### src/rtl/div_unit_if.sv
// ---------------------------------------------------------------------------
// div_unit_if -- operand/result bundle between the EX stage and div_unit.
//
//   a          [31:0]  dividend (rs value)
//   b          [31:0]  divisor (rt value)
//   signed_div         1 = DIV (two's complement), 0 = DIVU
//   start              request a new division (honoured only when idle)
//   annul              flush/exception cancel of the in-flight division
//   result     [63:0]  {remainder -> HI, quotient -> LO}
//   ready              one-cycle pulse, result newly written that cycle
//   stall_req          combinational stall request to the EX stage
//
// master: pipeline side (drives operands/controls)
// slave : divider side (drives result/status)
// ---------------------------------------------------------------------------
interface div_unit_if;
   logic [31:0] a;
   logic [31:0] b;
   logic        signed_div;
   logic        start;
   logic        annul;
   logic [63:0] result;
   logic        ready;
   logic        stall_req;

   modport master (
      output a, b, signed_div, start, annul,
      input  result, ready, stall_req
   );

   modport slave (
      input  a, b, signed_div, start, annul,
      output result, ready, stall_req
   );
endinterface

### src/rtl/div_unit.sv
// ---------------------------------------------------------------------------
// div_unit -- multi-cycle 32-bit DIV/DIVU unit for the EX stage.
//
// Ports:
//   clk  rising-edge clock for all state
//   rst  synchronous active-high reset (priority over annul and start)
//   bus  div_unit_if.slave: a, b, signed_div, start, annul in;
//        result {rem, quo}, ready pulse, stall_req out
//
// Behaviour:
//   IDLE --start,b!=0--> DIV_ON (32 restoring iterations) --> DIV_END
//   IDLE --start,b==0--> DIV_ZERO --> DIV_END (result = 0)
//   DIV_END asserts ready for one cycle and returns to IDLE.
//   Latency from the start edge: 33 cycles (b!=0) or 2 cycles (b==0).
//   annul in DIV_ON/DIV_ZERO aborts with no ready and result untouched.
// ---------------------------------------------------------------------------
module div_unit (
   input  logic       clk,
   input  logic       rst,
   div_unit_if.slave  bus
);

   typedef enum logic [1:0] {
      IDLE     = 2'd0,
      DIV_ZERO = 2'd1,
      DIV_ON   = 2'd2,
      DIV_END  = 2'd3
   } state_t;

   state_t      state;
   logic [4:0]  cnt;        // iteration index within DIV_ON
   logic [31:0] dvs;        // divisor magnitude
   logic [31:0] quo;        // dividend shifting out / quotient shifting in
   logic [32:0] rem;        // partial remainder
   logic        neg_a;      // dividend negative (signed op only)
   logic        neg_b;      // divisor negative (signed op only)
   logic        sgn;        // latched signed_div
   logic [63:0] result_r;
   logic        ready_r;

   // operand magnitudes at the start cycle
   logic        a_neg_in;
   logic        b_neg_in;
   logic [31:0] a_abs;
   logic [31:0] b_abs;

   // one restoring iteration
   logic [33:0] rem_sh;
   logic [33:0] diff;
   logic        borrow;
   logic [32:0] rem_nx;
   logic [31:0] quo_nx;

   // sign-corrected final values
   logic [31:0] quo_fix;
   logic [31:0] rem_fix;

   always_comb begin
      a_neg_in = bus.signed_div & bus.a[31];
      b_neg_in = bus.signed_div & bus.b[31];
      a_abs    = a_neg_in ? (32'd0 - bus.a) : bus.a;
      b_abs    = b_neg_in ? (32'd0 - bus.b) : bus.b;
   end

   // Shift the next dividend bit into the remainder and try to subtract the
   // divisor; a borrow means the trial failed and the shifted value is kept.
   always_comb begin
      rem_sh = {rem, quo[31]};
      diff   = rem_sh - {2'b00, dvs};
      borrow = diff[33];
      rem_nx = borrow ? rem_sh[32:0] : diff[32:0];
      quo_nx = {quo[30:0], ~borrow};
   end

   // Quotient takes the XOR of the operand signs; remainder follows the
   // dividend. 0x80000000 / -1 wraps back to 0x80000000 naturally.
   always_comb begin
      quo_fix = (sgn & (neg_a ^ neg_b)) ? (32'd0 - quo_nx) : quo_nx;
      rem_fix = (sgn & neg_a) ? (32'd0 - rem_nx[31:0]) : rem_nx[31:0];
   end

   always_ff @(posedge clk) begin
      if (rst) begin
         state    <= IDLE;
         cnt      <= '0;
         dvs      <= '0;
         quo      <= '0;
         rem      <= '0;
         neg_a    <= 1'b0;
         neg_b    <= 1'b0;
         sgn      <= 1'b0;
         result_r <= '0;
         ready_r  <= 1'b0;
      end else begin
         ready_r <= 1'b0;
         case (state)
            IDLE: begin
               if (bus.start && !bus.annul) begin
                  if (bus.b == 32'd0) begin
                     state <= DIV_ZERO;
                  end else begin
                     dvs   <= bus.signed_div ? b_abs : bus.b;
                     quo   <= bus.signed_div ? a_abs : bus.a;
                     rem   <= '0;
                     neg_a <= a_neg_in;
                     neg_b <= b_neg_in;
                     sgn   <= bus.signed_div;
                     cnt   <= '0;
                     state <= DIV_ON;
                  end
               end
            end

            DIV_ZERO: begin
               if (bus.annul) begin
                  state <= IDLE;
               end else begin
                  result_r <= '0;
                  ready_r  <= 1'b1;
                  state    <= DIV_END;
               end
            end

            DIV_ON: begin
               if (bus.annul) begin
                  cnt   <= '0;
                  state <= IDLE;
               end else begin
                  rem <= rem_nx;
                  quo <= quo_nx;
                  cnt <= cnt + 5'd1;
                  // Last iteration: fold sign correction into the write so
                  // result and ready appear together on entry to DIV_END.
                  if (cnt == 5'd31) begin
                     result_r <= {rem_fix, quo_fix};
                     ready_r  <= 1'b1;
                     state    <= DIV_END;
                  end
               end
            end

            DIV_END: begin
               state <= IDLE;
            end

            default: begin
               state <= IDLE;
            end
         endcase
      end
   end

   assign bus.result    = result_r;
   assign bus.ready     = ready_r;
   assign bus.stall_req = ~rst & (((state == IDLE) & bus.start & ~bus.annul) |
                                  (state == DIV_ZERO) |
                                  (state == DIV_ON));

endmodule

### src/flat_wrapper.sv
// flat-port wrapper written by rule: the top's interface ports become plain ports
module div_unit_flat 
  (clk, rst, bus_a, bus_b, bus_signed_div, bus_start, bus_annul, bus_result, bus_ready, bus_stall_req);
  div_unit_if bus_i ();
  input  logic clk;
  input  logic rst;
  input wire logic [$bits(bus_i.a)-1:0] bus_a;
  input wire logic [$bits(bus_i.b)-1:0] bus_b;
  input wire logic [$bits(bus_i.signed_div)-1:0] bus_signed_div;
  input wire logic [$bits(bus_i.start)-1:0] bus_start;
  input wire logic [$bits(bus_i.annul)-1:0] bus_annul;
  output wire logic [$bits(bus_i.result)-1:0] bus_result;
  output wire logic [$bits(bus_i.ready)-1:0] bus_ready;
  output wire logic [$bits(bus_i.stall_req)-1:0] bus_stall_req;
  assign bus_i.a = bus_a;
  assign bus_i.b = bus_b;
  assign bus_i.signed_div = bus_signed_div;
  assign bus_i.start = bus_start;
  assign bus_i.annul = bus_annul;
  assign bus_result = bus_i.result;
  assign bus_ready = bus_i.ready;
  assign bus_stall_req = bus_i.stall_req;
  div_unit u_core (.clk(clk), .rst(rst), .bus(bus_i));
endmodule
### config.mk
export PLATFORM = sky130hd
export DESIGN_NAME = div_unit_flat
export DESIGN_NICKNAME = d
export VERILOG_FILES = /design/src/rtl/div_unit_if.sv /design/src/rtl/div_unit.sv /design/src/flat_wrapper.sv
export SDC_FILE = /design/constraint.sdc
export NUM_CORES = 1
export LEC_CHECK = 0
export ABC_AREA = 1
export CORE_MARGIN = 2
export CORE_UTILIZATION = 35
export CTS_BUF_LIST = sky130_fd_sc_hd__clkbuf_2 sky130_fd_sc_hd__clkbuf_4 sky130_fd_sc_hd__clkbuf_8
export DETAILED_ROUTE_END_ITERATION = 6
export PLACE_DENSITY_LB_ADDON = 0.1
export SLEW_MARGIN = 20
export SYNTH_ARGS = -nofsm -noshare
export SYNTH_HDL_FRONTEND = slang
export SYNTH_SLANG_ARGS = --single-unit
export TNS_END_PERCENT = 1
### constraint.sdc
create_clock -name clk -period 4.7 [get_ports clk]
set_input_delay 1.41 -clock clk [delete_from_list [all_inputs] [get_ports clk]]
set_output_delay 1.41 -clock clk [all_outputs]
set_load 0.05 [all_outputs]
==> results.sh, run 1 <==
export IMPL_status="completed"
export IMPL_async_reset_ff_frac=0
export IMPL_fmax_mhz=241
export IMPL_ant_nets=0
export IMPL_startpoint_type="flip-flop"
export IMPL_setup_tns_ps=0
export IMPL_setup_ws_ps=555
export IMPL_dpl_hpwl_mm=35.1
export IMPL_io_buffers=134
export IMPL_maxCapViolations=0
export IMPL_postSynthAreaPerCell_sq_um=6.11
export IMPL_synth_fp_nets=2197
export IMPL_nNetsFinal=2294
export IMPL_slew_violations=0
export IMPL_grt_usage=0.234
export IMPL_clock_path_buffers=2
export IMPL_syn_cell_area_sq_um=12700
export IMPL_hold_viol=0
export IMPL_n_fill_cell=3923
export IMPL_whs_ps=468
export IMPL_power_static_leakage_nw=6.81
export IMPL_yosysWarningCount=0
export IMPL_worst_slew_pin_slew_ps=825
export IMPL_ir_drop_uv=290
export IMPL_synth_edff_count=0
export IMPL_ys_types=52
export IMPL_fp_row_count=69
export IMPL_cts_tree="yes"
export IMPL_synth_largest_area_cell="dfxtp_1"
export IMPL_synth_seq_cells=172
export IMPL_yosysMostFrequentCell="nand2_1"
export IMPL_routed_via_density=5.11
export IMPL_skew_ps=23.5
export IMPL_ys_seq_area_frac=0.270
export IMPL_fin_crit_ps=4150
export IMPL_grt_pass1_wl_mm=69.8
export IMPL_dieWidth_um=195
export IMPL_seqCellArea_sq_um=3440
export IMPL_crit_type="flip-flop to flip-flop"
export IMPL_worst_setup_path_end_kind="flip-flop"
export IMPL_start_util=0.357
export IMPL_cp_required_ps=5150
export IMPL_synth_ff_type="dfxtp_1"
export IMPL_slew_headroom=0.450
export IMPL_drtIter0Drc=1138
export IMPL_diodes=0
export IMPL_syn2layout_area_growth_pct=17.4
export IMPL_syn_inst=2086
export IMPL_first_pass_iters=5
export IMPL_drcViolationCount=0
export IMPL_die_h_um=195
export IMPL_crit_path_max_incr_delay_ps=370
export IMPL_root_buffer="clkbuf_8"
export IMPL_multi_input_area_sq_um=8080
export IMPL_layout_drive_gt1_share=0.0642
export IMPL_setup_viol=0
export IMPL_die_area_sq_um=38000
export IMPL_final_cells=2657
export IMPL_wl_per_cell_um=16.8
export IMPL_dp_slack_ps=286
export IMPL_min_period_over_period=0.882
export IMPL_min_path_type="flip-flop to flip-flop"
export IMPL_cts_sink_count=172
export IMPL_crit_fanout=10
export IMPL_io_pin_count=135
export IMPL_yosys_area_top_type_share=0.270
export IMPL_core_area_sq_um=35700
export IMPL_hold_buffers=0
export IMPL_totalWireLength_mm=44.7
export IMPL_p_per_area_nw_per_um2=359
export IMPL_vias=13600
export IMPL_gp_congestion=0.898
export IMPL_htree_levels=4
export IMPL_worst_path_most_repeated_cell="inv_1"
export IMPL_grt_max_degree=65
export IMPL_synth_top_cells_by_area="dfxtp_1 (27%), nand2_1 (18%), a21oi_1 (9.1%)"
export IMPL_crit_arrival_ps=4600
export IMPL_dp_cells=2624
export IMPL_rsz0062_at_grt="false"
export IMPL_gr_total_overflow=0
export IMPL_cp_slowest_cell="ha_1"
export IMPL_clock_latency_ps=510
export IMPL_path_delay_family="simple AND/OR/NAND/NOR gates"
export IMPL_cts_made_buffers=17
export IMPL_crit_buf_inv=6
export IMPL_synthTopCellsByCount="nand2_1 (607), a21oi_1 (232), inv_1 (227)"
export IMPL_antenna_found_initial=0
export IMPL_grt_pass1_vias=12200
export IMPL_path_clk_slew_ps=120
-- sequential cells by signal (all words and copies together) (netlist names) --
signal,cells
u_core.sgn,1
u_core.quo,32
u_core.state,2
u_core.rem,33
u_core.dvs,32
u_core.neg_b,1
u_core.cnt,5
u_core.bus.ready,1
u_core.neg_a,1
u_core.bus.result,64
-- worst reg2reg max path: cells and delay by family, from the launching register on --
kind	cells	cell delay [ps]
AND/OR/NAND/NOR	15	2140
AO/OA/AOI/OAI	4	580
buffers and inverters	6	530
adder cells (fa/ha/maj)	2	520
flip-flops	1	320
-- kinds of logic (layout without fill, tap and decap cells) --
family	Yosys count	count (layout)	synth area share
AO/OA/AOI/OAI	424	424	0.177
XOR/XNOR	73	73	0.0502
adder cells (fa/ha/maj)	42	42	0.0418
buffers and inverters	316	426	0.0998
flip-flops	172	172	0.270
AND/OR/NAND/NOR	1059	1059	0.361
-- stage by stage --
| step | instance area [sq um] | power, mW | util |
|---|---|---|---|
| final | 15000 | 5.37 | 0.419 |
| after global routing | 15000 | 5.77 | 0.419 |
| after CTS | 14900 | 5.35 | 0.418 |
| after detailed placement | 14500 | 4.21 | 0.406 |
| after global placement | 14500 | 4.20 | 0.406 |
| after floorplan | 12700 | 3.46 | - |
-- routing by layer --
metal,vias up,part of all wire,GRT usage
li1,6961,-,-
met1,6204,0.52,0.365
met2,397,0.41,0.340
met3,25,0.051,0.0304
met4,0,0.011,0.0461
met5,-,0,0
-- power breakdown --
group / switching [mW] / total (mW) / internal, mW / leakage, nW
Sequential: 0.152 / 1.75 / 1.60 / 1.40
Clock: 0.717 / 1.13 / 0.416 / 0.212
Combinational: 1.70 / 2.49 / 0.789 / 5.20
Total: 2.57 / 5.37 / 2.80 / 6.81
-- placed cells by master (no fill, tap or decap), types with 3 or more instances in the layout --
cell type | netlist | final
a21oi_1 | 232 | 231
a21oi_2 | 2 | 3
a31oi_1 | 3 | 3
buf_12 | 1 | 3
buf_4 | 7 | 22
clkbuf_8 | 0 | 17
clkdlybuf4s50_1 | 0 | 132
clkinv_1 | 3 | 3
clkinv_8 | 0 | 6
dfxtp_1 | 172 | 172
ha_1 | 41 | 41
inv_1 | 227 | 226
inv_2 | 7 | 8
inv_8 | 0 | 4
nand2_1 | 607 | 607
nand2_2 | 22 | 22
nand2_4 | 10 | 10
nand3_1 | 131 | 130
nand3_2 | 5 | 6
nand3b_1 | 9 | 9
nand4_1 | 27 | 27
nor2_1 | 184 | 180
nor2_2 | 8 | 10
nor2_4 | 4 | 6
nor3_1 | 27 | 27
nor3_4 | 1 | 3
nor4_1 | 5 | 5
o211ai_1 | 21 | 21
o21ai_0 | 128 | 128
o21ai_1 | 16 | 15
o21ai_2 | 3 | 3
o21bai_1 | 6 | 6
o31ai_1 | 5 | 5
or2_2 | 6 | 6
xnor2_1 | 27 | 27
xor2_1 | 46 | 46
-- area by class of cell --
type / instances / share of cell area
clock buffers: 17 / 0.0156
clock inverters: 15 / 0.0130
inverters: 237 / 0.0594
multi-input cells: 1598 / 0.540
flip-flops and latches: 172 / 0.230
well taps: 461 / 0.0385
repair buffers: 157 / 0.103
-- worst paths after layout --
kind | start | to | slack, ps | cells past startpoint
worst max-delay path | u_core.dvs[31] | u_core.bus.result[26] | 550 | 27
worst min-delay path | u_core.bus.result[23] | u_core.bus.result[23] | 470 | 2
worst max register to register | u_core.dvs[31] | u_core.bus.result[26] | 550 | 27
worst min register to register | u_core.bus.result[23] | u_core.bus.result[23] | 470 | 2
-- timing repair --
item | 4_1_cts | 5_1_grt
resized for setup | 0 | 3
setup endpoints to repair | 0 | 3
buffers inserted | 0 | 1
(Power assumes the default switching activity.)
==> run 2, diff against run 1 <==
--- a/config.mk
+++ b/config.mk
@@ -7,7 +7,7 @@
 export LEC_CHECK = 0
 export ABC_AREA = 1
 export CORE_MARGIN = 2
-export CORE_UTILIZATION = 35
+export CORE_UTILIZATION = 45
 export CTS_BUF_LIST = sky130_fd_sc_hd__clkbuf_2 sky130_fd_sc_hd__clkbuf_4 sky130_fd_sc_hd__clkbuf_8
 export DETAILED_ROUTE_END_ITERATION = 6
 export PLACE_DENSITY_LB_ADDON = 0.1
==> run 2 against run 1 <==
Compared with the run above: first-iteration DRC count grew 5.0%; sequential power hardly changed; sequential share of layout area increased by 0.19 points; flip-flop and latch count unchanged; clock power about the same; highest routed layer unchanged; combinational power decreased by 2%; worst setup slack improved by 14 ps.
==> results.sh, run 2 (same netlist as run 1, synthesis figures left out) <==
export IMPL_crit_type="flip-flop to flip-flop"
export IMPL_hold_buffers=0
export IMPL_path_clk_slew_ps=110
export IMPL_largest_reg_flops=64
export IMPL_start_util=0.457
export IMPL_worst_slew_pin_slew_ps=1090
export IMPL_clock_path_buffers=2
export IMPL_cp_required_ps=5040
export IMPL_fmax_mhz=242
export IMPL_gp_congestion=0.947
export IMPL_grt_max_degree=85
export IMPL_ant_nets=0
export IMPL_cp_slowest_cell="ha_1"
export IMPL_cts_sink_count=172
export IMPL_layout_drive_gt1_share=0.0652
export IMPL_hold_viol=0
export IMPL_clock_latency_ps=490
export IMPL_skew_ps=22.9
export IMPL_dieWidth_um=172
export IMPL_antenna_found_initial=0
export IMPL_grt_use_met1=0.431
export IMPL_gr_total_overflow=0
export IMPL_core_area_sq_um=27900
export IMPL_crit_buf_inv=6
export IMPL_cts_tree="yes"
export IMPL_grt_busiest_layer="met1"
export IMPL_totalWireLength_mm=41.4
export IMPL_cts_made_buffers=17
export IMPL_status="completed"
export IMPL_crit_fanout=10
export IMPL_final_common_cell="nand2_1"
export IMPL_rsz0062_at_grt="false"
export IMPL_routed_via_density=5.29
export IMPL_setup_tns_ps=0
export IMPL_drtIter0Drc=1195
export IMPL_io_pin_count=135
export IMPL_io_buffers=134
export IMPL_path_delay_family="simple AND/OR/NAND/NOR gates"
export IMPL_die_h_um=172
export IMPL_p_per_area_nw_per_um2=357
export IMPL_slew_headroom=0.269
export IMPL_grt_use_met3=0.0325
export IMPL_crit_path_max_incr_delay_ps=360
export IMPL_die_area_sq_um=29700
export IMPL_power_static_leakage_nw=6.79
export IMPL_grt_pass1_vias=12200
export IMPL_syn2layout_area_growth_pct=16.5
export IMPL_grt_usage=0.281
export IMPL_nNetsFinal=2292
export IMPL_min_period_over_period=0.879
export IMPL_maxCapViolations=0
export IMPL_grt_pass1_wl_mm=65.6
export IMPL_final_cell_mix="nand2_1 (607), a21oi_1 (231), inv_1 (227)"
export IMPL_fin_crit_ps=4130
export IMPL_grtUsageMet2=0.425
export IMPL_root_buffer="clkbuf_8"
export IMPL_diodes=0
export IMPL_startpoint_type="flip-flop"
export IMPL_fp_row_count=61
export IMPL_crit_arrival_ps=4470
export IMPL_first_pass_iters=5
export IMPL_wl_per_cell_um=16.1
export IMPL_min_path_type="flip-flop to flip-flop"
export IMPL_n_fill_cell=2900
export IMPL_slew_violations=0
export IMPL_setup_viol=0
export IMPL_htree_levels=4
export IMPL_ir_drop_uv=267
export IMPL_dpl_hpwl_mm=32.3
export IMPL_finish_utilization=0.533
export IMPL_vias=13600
export IMPL_drcViolationCount=0
export IMPL_worst_setup_path_end_kind="flip-flop"
[run 2: cell types whose count changed in the layout (fill, tap and decap cells not counted), sizes merged]
| cell | previous run | this run |
|---|---|---|
| clkinv | 11 | 7 |
| buf | 25 | 23 |
| clkinvlp | 0 | 2 |
| bufinv | 0 | 1 |
| inv | 241 | 242 |
[run 2: worst reg2reg max path: cells and delay by family, from the launching register on]
kind | cells | cell delay [ps]
AOI/OAI and AO/OA | 4 | 610
adders and majority gates | 2 | 520
buffers and inverters | 6 | 470
DFF | 1 | 320
and+or+nand+nor | 17 | 2060
[run 2: repair_timing]
item | 4_1_cts | 5_1_grt
resized for setup | 0 | 8
endpoints found under the setup margin | 0 | 3
setup buffers | 0 | 1
[run 2: final cells by class]
type / count / area [sq um] / area share
Timing Repair Buffer: 155 / 1530 / 0.103
Clock buffer: 17 / 234 / 0.0158
Multi-Input combinational cell: 1598 / 8100 / 0.546
Inverter: 237 / 890 / 0.0599
Clock inverter: 15 / 175 / 0.0118
Sequential cell: 172 / 3440 / 0.232
Tap cell: 378 / 473 / 0.0319
[run 2: power breakdown]
part	switching, mW	total (mW)	internal [mW]
logic	1.66	2.45	0.785
clock network	0.656	1.11	0.450
registers	0.149	1.74	1.59
[run 2: stage by stage]
step / total power [mW] / cell area (sq um) / worst slack (ps) / hold slack [ps] / std cells
floorplan: 3.46 / 12700 / 552 / 430 / 2086
global placement: 4.13 / 14400 / 338 / 452 / 2539
detailed placement: 4.15 / 14400 / 288 / 455 / 2539
CTS: 5.26 / 14800 / 504 / 470 / 2571
global route: 5.69 / 14800 / 91.0 / 491 / 2572
finish: 5.30 / 14800 / 569 / 469 / 2572
[run 2: worst paths after layout]
| check | end | slack (ps) | depth (start not counted) | startpoint |
|---|---|---|---|---|
| worst max-delay path | u_core.bus.result[26] | 570 | 29 | u_core.dvs[28] |
| worst min-delay path | u_core.bus.result[44] | 470 | 2 | u_core.bus.result[44] |
| worst max register to register | u_core.bus.result[26] | 570 | 29 | u_core.dvs[28] |
| worst min register to register | u_core.bus.result[44] | 470 | 2 | u_core.bus.result[44] |
[run 2: routing by layer]
layer,vias up,part of all wire
met4,0,0.0095
met5,-,0
met2,385,0.43
met3,26,0.056
met1,6241,0.51
li1,6957,-
